<file path="config.mk">
export PLATFORM = sky130hd
export DESIGN_NAME = multicycle_control
export DESIGN_NICKNAME = d
export VERILOG_FILES = /design/src/rtl/multicycle_control.sv
export SDC_FILE = /design/constraint.sdc
export NUM_CORES = 1
export LEC_CHECK = 0
export ABC_AREA = 1
export CAP_MARGIN = 20
export CORE_ASPECT_RATIO = 1.4
export CORE_MARGIN = 2
export CORE_UTILIZATION = 43
export DETAILED_ROUTE_END_ITERATION = 6
export PLACE_DENSITY_LB_ADDON = 0.08
export SLEW_MARGIN = 20
export SYNTH_ARGS = -nofsm -noshare
export SYNTH_HDL_FRONTEND = slang
export SYNTH_SLANG_ARGS = --single-unit
</file>
<file path="constraint.sdc">
create_clock -name clk -period 1.5 [get_ports clk]
set_clock_uncertainty 0.05 [all_clocks]
set_input_delay 0.15 -clock clk [delete_from_list [all_inputs] [get_ports clk]]
set_output_delay 0.15 -clock clk [all_outputs]
set_load 0.005 [all_outputs]
</file>
<file path="src/rtl/multicycle_control.sv">
// Main control FSM for the multicycle 32-bit datapath.
// It steps each instruction through fetch, decode, execute, memory and writeback, and faults on a memory wait timeout.
module multicycle_control #(
  parameter int unsigned MEM_TIMEOUT = 15,
  parameter int unsigned CNT_W       = 8
) (
  input  logic       clk,
  input  logic       reset,
  input  logic [5:0] opcode,
  input  logic       mem_ready,
  output logic       PCWrite,
  output logic       PCWriteCond,
  output logic       IorD,
  output logic       MemRead,
  output logic       MemWrite,
  output logic       IRWrite,
  output logic       MemtoReg,
  output logic       RegDst,
  output logic       RegWrite,
  output logic       ALUSrcA,
  output logic [1:0] ALUSrcB,
  output logic [1:0] ALUOp,
  output logic [1:0] PCSource,
  output logic       instr_done,
  output logic       illegal_op,
  output logic       mem_fault,
  output logic [3:0] state
);

  typedef enum logic [3:0] {
    S_FETCH     = 4'd0,
    S_DECODE    = 4'd1,
    S_MEM_ADDR  = 4'd2,
    S_MEM_READ  = 4'd3,
    S_MEM_WB    = 4'd4,
    S_MEM_WRITE = 4'd5,
    S_EXECUTE   = 4'd6,
    S_R_WB      = 4'd7,
    S_BRANCH    = 4'd8,
    S_JUMP      = 4'd9,
    S_ADDI_EX   = 4'd10,
    S_ADDI_WB   = 4'd11,
    S_FAULT     = 4'd15
  } state_t;

  localparam logic [5:0] OP_R    = 6'b000000;
  localparam logic [5:0] OP_LW   = 6'b100011;
  localparam logic [5:0] OP_SW   = 6'b101011;
  localparam logic [5:0] OP_BEQ  = 6'b000100;
  localparam logic [5:0] OP_J    = 6'b000010;
  localparam logic [5:0] OP_ADDI = 6'b001000;

  localparam logic [CNT_W-1:0] TIMEOUT = CNT_W'(MEM_TIMEOUT);

  state_t           state_q, state_d;
  logic [CNT_W-1:0] wait_q, wait_d;
  logic             mem_state;

  always_comb begin
    state_d   = state_q;
    wait_d    = '0;
    mem_state = (state_q == S_FETCH) || (state_q == S_MEM_READ) ||
                (state_q == S_MEM_WRITE);
    case (state_q)
      S_FETCH:     if (mem_ready) state_d = S_DECODE;
      S_DECODE: begin
        case (opcode)
          OP_LW, OP_SW: state_d = S_MEM_ADDR;
          OP_R:         state_d = S_EXECUTE;
          OP_BEQ:       state_d = S_BRANCH;
          OP_J:         state_d = S_JUMP;
          OP_ADDI:      state_d = S_ADDI_EX;
          default:      state_d = S_FETCH;
        endcase
      end
      S_MEM_ADDR:  state_d = (opcode == OP_LW) ? S_MEM_READ : S_MEM_WRITE;
      S_MEM_READ:  if (mem_ready) state_d = S_MEM_WB;
      S_MEM_WRITE: if (mem_ready) state_d = S_FETCH;
      S_EXECUTE:   state_d = S_R_WB;
      S_ADDI_EX:   state_d = S_ADDI_WB;
      S_MEM_WB, S_R_WB, S_BRANCH, S_JUMP, S_ADDI_WB: state_d = S_FETCH;
      S_FAULT:     state_d = S_FAULT;
      default:     state_d = S_FAULT;
    endcase
    // The counter holds the number of wait cycles already spent in this memory state.
    // A ready in the cycle it equals TIMEOUT still completes normally.
    if (mem_state && !mem_ready) begin
      if (wait_q >= TIMEOUT) state_d = S_FAULT;
      else                   wait_d  = wait_q + 1'b1;
    end
  end

  always_ff @(posedge clk) begin
    if (reset) begin
      state_q <= S_FETCH;
      wait_q  <= '0;
    end else begin
      state_q <= state_d;
      wait_q  <= wait_d;
    end
  end

  always_comb begin
    PCWrite     = 1'b0;
    PCWriteCond = 1'b0;
    IorD        = 1'b0;
    MemRead     = 1'b0;
    MemWrite    = 1'b0;
    IRWrite     = 1'b0;
    MemtoReg    = 1'b0;
    RegDst      = 1'b0;
    RegWrite    = 1'b0;
    ALUSrcA     = 1'b0;
    ALUSrcB     = 2'b00;
    ALUOp       = 2'b00;
    PCSource    = 2'b00;
    instr_done  = 1'b0;
    illegal_op  = 1'b0;
    mem_fault   = 1'b0;
    state       = reset ? 4'd0 : state_q;
    if (!reset) begin
      case (state_q)
        S_FETCH: begin
          MemRead = 1'b1;
          ALUSrcB = 2'b01;
          IRWrite = mem_ready;
          PCWrite = mem_ready;
        end
        S_DECODE: begin
          ALUSrcB = 2'b11;
          if (!(opcode inside {OP_R, OP_LW, OP_SW, OP_BEQ, OP_J, OP_ADDI})) begin
            illegal_op = 1'b1;
            instr_done = 1'b1;
          end
        end
        S_MEM_ADDR: begin
          ALUSrcA = 1'b1;
          ALUSrcB = 2'b10;
        end
        S_MEM_READ: begin
          MemRead = 1'b1;
          IorD    = 1'b1;
        end
        S_MEM_WB: begin
          RegWrite   = 1'b1;
          MemtoReg   = 1'b1;
          instr_done = 1'b1;
        end
        S_MEM_WRITE: begin
          MemWrite   = 1'b1;
          IorD       = 1'b1;
          instr_done = mem_ready;
        end
        S_EXECUTE: begin
          ALUSrcA = 1'b1;
          ALUOp   = 2'b10;
        end
        S_R_WB: begin
          RegWrite   = 1'b1;
          RegDst     = 1'b1;
          instr_done = 1'b1;
        end
        S_BRANCH: begin
          ALUSrcA     = 1'b1;
          ALUOp       = 2'b01;
          PCWriteCond = 1'b1;
          PCSource    = 2'b01;
          instr_done  = 1'b1;
        end
        S_JUMP: begin
          PCWrite    = 1'b1;
          PCSource   = 2'b10;
          instr_done = 1'b1;
        end
        S_ADDI_EX: begin
          ALUSrcA = 1'b1;
          ALUSrcB = 2'b10;
          ALUOp   = 2'b11;
        end
        S_ADDI_WB: begin
          RegWrite   = 1'b1;
          instr_done = 1'b1;
        end
        S_FAULT: mem_fault = 1'b1;
        default: ;
      endcase
    end
  end

endmodule

</file>
* Yosys cells after proc, flatten, opt, wreduce, memory -nomap -nowiden *
Index checks and enable logic that the tools add are counted.

storage, ports and cells
  register bits = 12
  output and inout port bits = 23

cells by class
  $add $sub $neg = 1
  $lt $le $gt $ge = 1
  eq/ne operators = 17
  mux-type cells = 42
  bitwise logic cells = 1
  reductions and logical operators = 15

operator list
  kind                                                                   number
  4-bit case mux with 8 select lines                                     1
  1-bit two-way mux                                                      25
  4-bit two-way mux                                                      6
  4-bit equality test, second input constant                             5
  4-bit case mux with 5 select lines                                     1
  4-bit by 3-bit equality test with 1-bit output, second input constant  4
  6-bit equality test, second input constant                             2
  2-bit case mux with 3 select lines                                     2
  8-bit by 1-bit adder with 8-bit output, second input constant          1
  4-bit by 2-bit equality test with 1-bit output, second input constant  2
  8-bit by 4-bit >= comparator with 1-bit output, second input constant  1
  2-bit OR reduction                                                     4
  6-bit by 2-bit equality test with 1-bit output, second input constant  1
  6-bit by 3-bit equality test with 1-bit output, second input constant  1
  6-bit by 4-bit equality test with 1-bit output, second input constant  1
  6-bit zero test                                                        1
  2-bit two-way mux                                                      3
  6-bit nonzero test                                                     1
  3-bit OR reduction                                                     2
  5-bit OR reduction                                                     1
  4-bit by 1-bit equality test with 1-bit output, second input constant  1
  4-bit zero test                                                        1
  2-bit case mux with 2 select lines                                     1
  4-bit OR reduction                                                     1
  other kinds (7)                                                        8

* Depth between registers and ports, before layout *
Gate-level depths: netlist of run 1.

  depth in word-level cells = 6
  gate-level depth with buffers = 9
  gate-level depth less buffers = 9

* Least setup slack after synthesis of run 1 *
No wires, ideal clock.

  kind = reg2out
  from = register state_q[2]
  to = output port instr_done
  data arrival time = 0.996 ns
  required time = 1.300 ns
  path slack = 0.304 ns
  cell stages (with the launch flop) = 6
  path buffers = 0
  path through = dfxtp_1 -> nor2_2 -> nand2_1 -> inv_1 -> nand3b_1 -> a21oi_1

between the ends
  word-level cells in the longest chain between the ends = 4

ends and longest elaborated chain
  element                                                                                line  text
  from (decl)                                                                            55    state_t state_q, state_d;
  from (signal assigned)                                                                 98    state_q <= state_d;
  4-bit equality test or 4-bit by 3-bit equality test with 1-bit output (tied branches)  122   case (state_q)
  5-bit OR reduction (no line)                                                           --
  1-bit case mux with 3 select lines *                                                   122
  1-bit two-way mux *                                                                    121   if (!reset) begin
  to (decl)                                                                              24    output logic instr_done,

Mark *: on every way between the ends. The rest lies on a longest branch, timed or not.

* Worst setup path after layout of run 1 *
  from = input port opcode[3]
  to = output port instr_done

between the ends
  word-level cells in the longest chain between the ends = 5

ends and longest elaborated chain
  element                                            line  text
  from (decl)                                        9     input logic [5:0] opcode,
  6-bit equality test, or another cell as far along  131   if (!(opcode inside {OP_R, OP_LW, OP_SW, OP_BEQ, OP_J, OP_ADDI})) begin
  6-bit nonzero test *                               131
  1-bit two-way mux *                                131
  1-bit case mux with 3 select lines *               122
  1-bit two-way mux *                                121

Marks and branches as above.

==> metrics, run 1 <==
status complete, but fails checks; violated checks setup timing; total grt overflow 0; minimum clock period 2.01 ns; M1 GR Usage 26.5%; Post-DP Area 0.00143 mm^2; global routing usage on met3 4.00%; Yosys warnings 0; CTS tree yes; final hold viol count 0; fillers 44; Netlist Area Pre-Place 836 um^2; Area Overhead vs Synth 107%; IO Pins 32; Die X 41.3 um; vias in the first global route 1176; commonest cells after routing, fill and taps aside nor2_1 (35), buf_4 (33), nand2_1 (16); R2R Setup Slk -0.04 ns; core area 0.00180 mm^2; final std cell area, no fill 0.00173 mm^2; post-DR vias/cell 5.97; Num CTS Buffers 3; final worst slack -0.509 ns; number of distinct library cells after synthesis 22; Detailed Routing Iterations Pass 1 7; first-pass GRT wire length 4590 um; Slew Viols, Final 0; chip height 56.2 um; leak pwr 0.897 nW; Max-cap violations 0; final core occ 95.8%; worst hold slack 0.460 ns; drt first-iter violations 149; #FFs+latches synth 12; ranking of synthesized cells by area dfxtp_1 (29%), nor2_1 (20%), nand2_1 (13%), inv_1 (7.6%), nand3_1 (7.2%); antenna violations before repair 0; Root Buffer clkbuf_4; Mapped Cells 147; area of the multi-input gates 734 um^2; largest net degree at the start of global routing 17; per-cell routed wire length 20.1 um; Port-buffer cells 31; Peak VDD IR 1610 uV; num rows 18; Avg Inst Size Synth 5.69 um^2; Initial Util 46.4%; dominant cell type by area after synthesis dfxtp_1; Routed Antenna Nets 0; crit path kind primary input to primary output; most common cell after layout, fill and taps aside nor2_1; H-tree levels 1; Critical Path Start Type primary input; Tot Pwr 3.06 mW; placed cell count 233; Clock Latency Late Sink 0.26 ns; crit path max fanout 3; drt total wl 4960 um; final net count 238; period utilization 134%; DR vias 1474; register area 255 um^2; pwr dens 1770 mW/mm^2; DRC viols 0; Fmax 498 MHz; clk slew on worst S/H paths 0.07 ns; DP Worst Slack -0.496 ns; Non-Filler Instances 247; CP Capture Type primary output; share of cells above drive strength 1 54.6%; routability-driven placement congestion ratio 0.896; clk buf depth 2; Arr. time, crit path 1.81 ns; Seq/Total Area, Yosys 28.7%; RSZ-0062 raised after global routing true; GR Util met2 50.4%; Ant. Diodes 0; GR peak layer met2; required time worst endpoint 1.30 ns; post-synth top area share 28.7%; Final TNS setup -2.24 ns; Final Setup Violations 19; HP Class flop to flop; All-Layer GR Usage 27.8%; HPWL after DPL 2020 um; Die Area 0.00232 mm^2; CTS Sinks 12
==> area by class of cell <==
cell class              instances  area share [%]
clock buffers                   4            2.10
well taps                      20            1.45
inverters                      18            4.35
flip-flops and latches         12            14.8
repair buffers                 77            34.8
multi-input cells             116            42.5
==> worst paths after layout <==
kind               from          to  cells after the start
max           opcode[3]  instr_done                      9
min           wait_q[0]   wait_q[0]                      1
max reg2reg  state_q[2]  state_q[2]                     10
min reg2reg   wait_q[0]   wait_q[0]                      1
==> worst max-delay path, stage by stage <==
cell and delay, ns:
clkdlybuf4s50_1 0.47, inv_1 0.12, nand2_1 0.11, nand2_1 0.10, nor2_1 0.06, nor2_1 0.16
nand3b_1 0.20, a21oi_1 0.28, buf_2 0.17
==> where the power goes <==
part           switching, mW  leakage, nW  internal [mW]  total (mW)
registers              0.115        0.102          0.399       0.513
logic                   1.21        0.775           1.09        2.30
clock network         0.0943       0.0210          0.147       0.242
==> registers in the layout, summed over array words and instances, names as in the netlist <==
register	cells
wait_q	8
state_q	4
==> cells in the mapped netlist <==
cell	number
nor2_1	45
nand2_1	29
inv_1	17
dfxtp_1	12
nand3_1	12
a21oi_1	7
nor3_1	5
a31oi_1	2
clkbuf_1	2
nand3_2	2
nand3b_1	2
nor2_2	2
buf_1	1
buf_4	1
conb_1	1
ha_1	1
inv_2	1
nor3b_1	1
o21ai_0	1
o21ai_1	1
xnor2_1	1
xor2_1	1
==> metal layers <==
metal | part of all wire [%] | vias up
li1 | - | 621
met1 | 33 | 660
met2 | 49 | 141
met3 | 9.3 | 52
met4 | 8.3 | 0
met5 | 0 | -
==> cells by family after synthesis <==
family	Yosys count	synth area share, %
simple gates	98	50.0
buf+inv	22	10.3
flops	12	28.7
compound gates	11	6.88
xor+xnor	2	2.10
fa+ha+maj	1	1.50
other cells	1	0.449
==> repair_timing <==
| item | CTS | global route |
|---|---|---|
| buffers inserted | 7 | 5 |
| setup endpoints to repair | 23 | 27 |
| hold buffers | 0 | 0 |
| pin swaps | 12 | 26 |
| gates resized for setup | 113 | 55 |
Power figures use the tool's default switching activity.
==> run 2: changes to the inputs <==
- CORE_UTILIZATION: 43 -> 40
==> run 2 against run 1 <==
  * The run still ends with setup timing left
  * Die area up 6.9%
  * Sequential power barely moved
  * Combinational power is essentially flat
  * Clock power about the same
  * Power rose by 0.12%
  * First-iteration DRC count fell by 69%
  * Sequential cell count stayed put
  * Cell count is 0.81% higher
  * Critical path type is now flop to primary output
==> metrics, run 2 (synthesis results as in run 1) <==
Die Area 0.00248 mm^2; FF-to-FF Start state_q[1]; vias in the first global route 1141; final worst slack -0.156 ns; clk slew on worst S/H paths 0.07 ns; IO Pins 32; Final Setup Violations 13; Port-buffer cells 31; Tot Pwr 3.06 mW; total grt overflow 0; share of cells above drive strength 1 54.8%; first-pass GRT wire length 4710 um; chip height 58.1 um; Slew Viols, Final 0; final hold viol count 0; Hold Path Sink state_q[1]; worst hold slack 0.387 ns; per-cell routed wire length 15.1 um; status complete, but fails checks; routability-driven placement congestion ratio 0.892; number of flip-flops under the largest register name 8; pwr dens 1710 mW/mm^2; Routed Antenna Nets 0; antenna violations before repair 0; Critical Path Start Type flop; Arr. time, crit path 1.46 ns; minimum clock period 1.66 ns; Initial Util 42.4%; DR vias 1340; Area Overhead vs Synth 114%; largest net degree at the start of global routing 21; commonest cells after routing, fill and taps aside buf_4 (33), nor2_1 (32), nand2_1 (18); H-tree levels 1; Ant. Diodes 0; Regs by FF count wait_q (8), state_q (4); Fmax 604 MHz; Root Buffer clkbuf_4; RSZ-0062 raised after global routing true; CTS tree yes; Max-cap violations 0; period utilization 110%; HP Class primary input to flop; final net count 239; Clock Latency Late Sink 0.27 ns; CP Capture Type primary output; Die X 42.6 um; area of the multi-input gates 756 um^2; Hold Path Origin opcode[4]; Peak VDD IR 1540 uV; Top reg by flops wait_q; HPWL after DPL 1920 um; core area 0.00197 mm^2; required time worst endpoint 1.30 ns; R2R Setup Slk -0.09 ns; All-Layer GR Usage 24.3%; violated checks setup timing; number of cells on the worst reg-to-reg path 10; drt first-iter violations 46; register area 255 um^2; num rows 19; Min-Delay Path Depth 6; leak pwr 0.948 nW; drt total wl 3760 um; fillers 89; post-DR vias/cell 5.38; most common cell after layout, fill and taps aside buf_4; CTS Sinks 12; clk buf depth 2; DRC viols 0; Critical R2R Capture state_q[0]; crit path max fanout 3; Num CTS Buffers 3; crit path kind flop to primary output; Detailed Routing Iterations Pass 1 4
run 2: cell count changes in the layout (fill, tap and decap cells not counted), sizes merged:
cell	before	now
clkdlybuf4s50	2	1
dlymetal6s2s	1	3
buf	61	63
clkbuf	8	6
run 2: area by class of cell:
cell class	count	area share, %
Multi-Input combinational cell	116	42.2
Inverter	18	4.33
Tap cell	21	1.47
Timing Repair Buffer	78	35.7
Sequential cell	12	14.3
Clock buffer	4	2.03
run 2: what timing repair did:
action | in CTS | in global routing
resized for setup | 111 | 61
pin swaps | 8 | 18
endpoints found under the setup margin | 23 | 26
setup buffers | 8 | 2
hold buffers | 0 | 0
run 2: through the flow:
step	instances	utilization (%)	cell area [um^2]	setup WS [ns]	TNS, ns
detailed placement	235	73.7	1460	-0.497	-4.50
floorplan	150	-	847	0.304	0
CTS	247	81.0	1600	-0.0727	-0.481
global placement	235	73.7	1460	-0.436	-4.09
global route	249	90.7	1790	-0.243	-1.95
finish	249	90.7	1790	-0.156	-0.936
run 2: power by group:
part | internal [mW] | switching, mW
registers | 0.399 | 0.112
clock network | 0.147 | 0.0961
logic | 1.14 | 1.17
total | 1.69 | 1.37
run 2: critical path, stage by stage (launching register included):
cell      delay, ns
dfxtp_4        0.38
buf_12         0.13
nor2_4         0.13
nand2_2        0.09
inv_2          0.07
nand3b_1       0.11
a21oi_1        0.15
buf_2          0.14
run 2: worst max-delay path by stage:
stage / endpoint / depth (start not counted) / startpoint / slack (ns)
finish: instr_done / 7 / state_q[1] / -0.16
global route: instr_done / 7 / state_q[3] / -0.24
CTS: instr_done / 8 / state_q[3] / -0.07
detailed placement: instr_done / 8 / opcode[2] / -0.50
global placement: instr_done / 8 / opcode[0] / -0.44
floorplan: instr_done / 5 / state_q[2] / 0.30
run 2: per-layer routing:
layer	track usage, %	wire [um]	vias up
li1	-	-	616
met1	24.7	1310	630
met2	46.1	2050	74
met3	3.12	212	20
met4	13.4	191	0
met5	0	0	-
==> run 3: changes to the inputs <==
- CORE_UTILIZATION: 40 -> 43
==> results of run 3 <==
No change in the layout: final DEF, timing and power equal those of run 1.
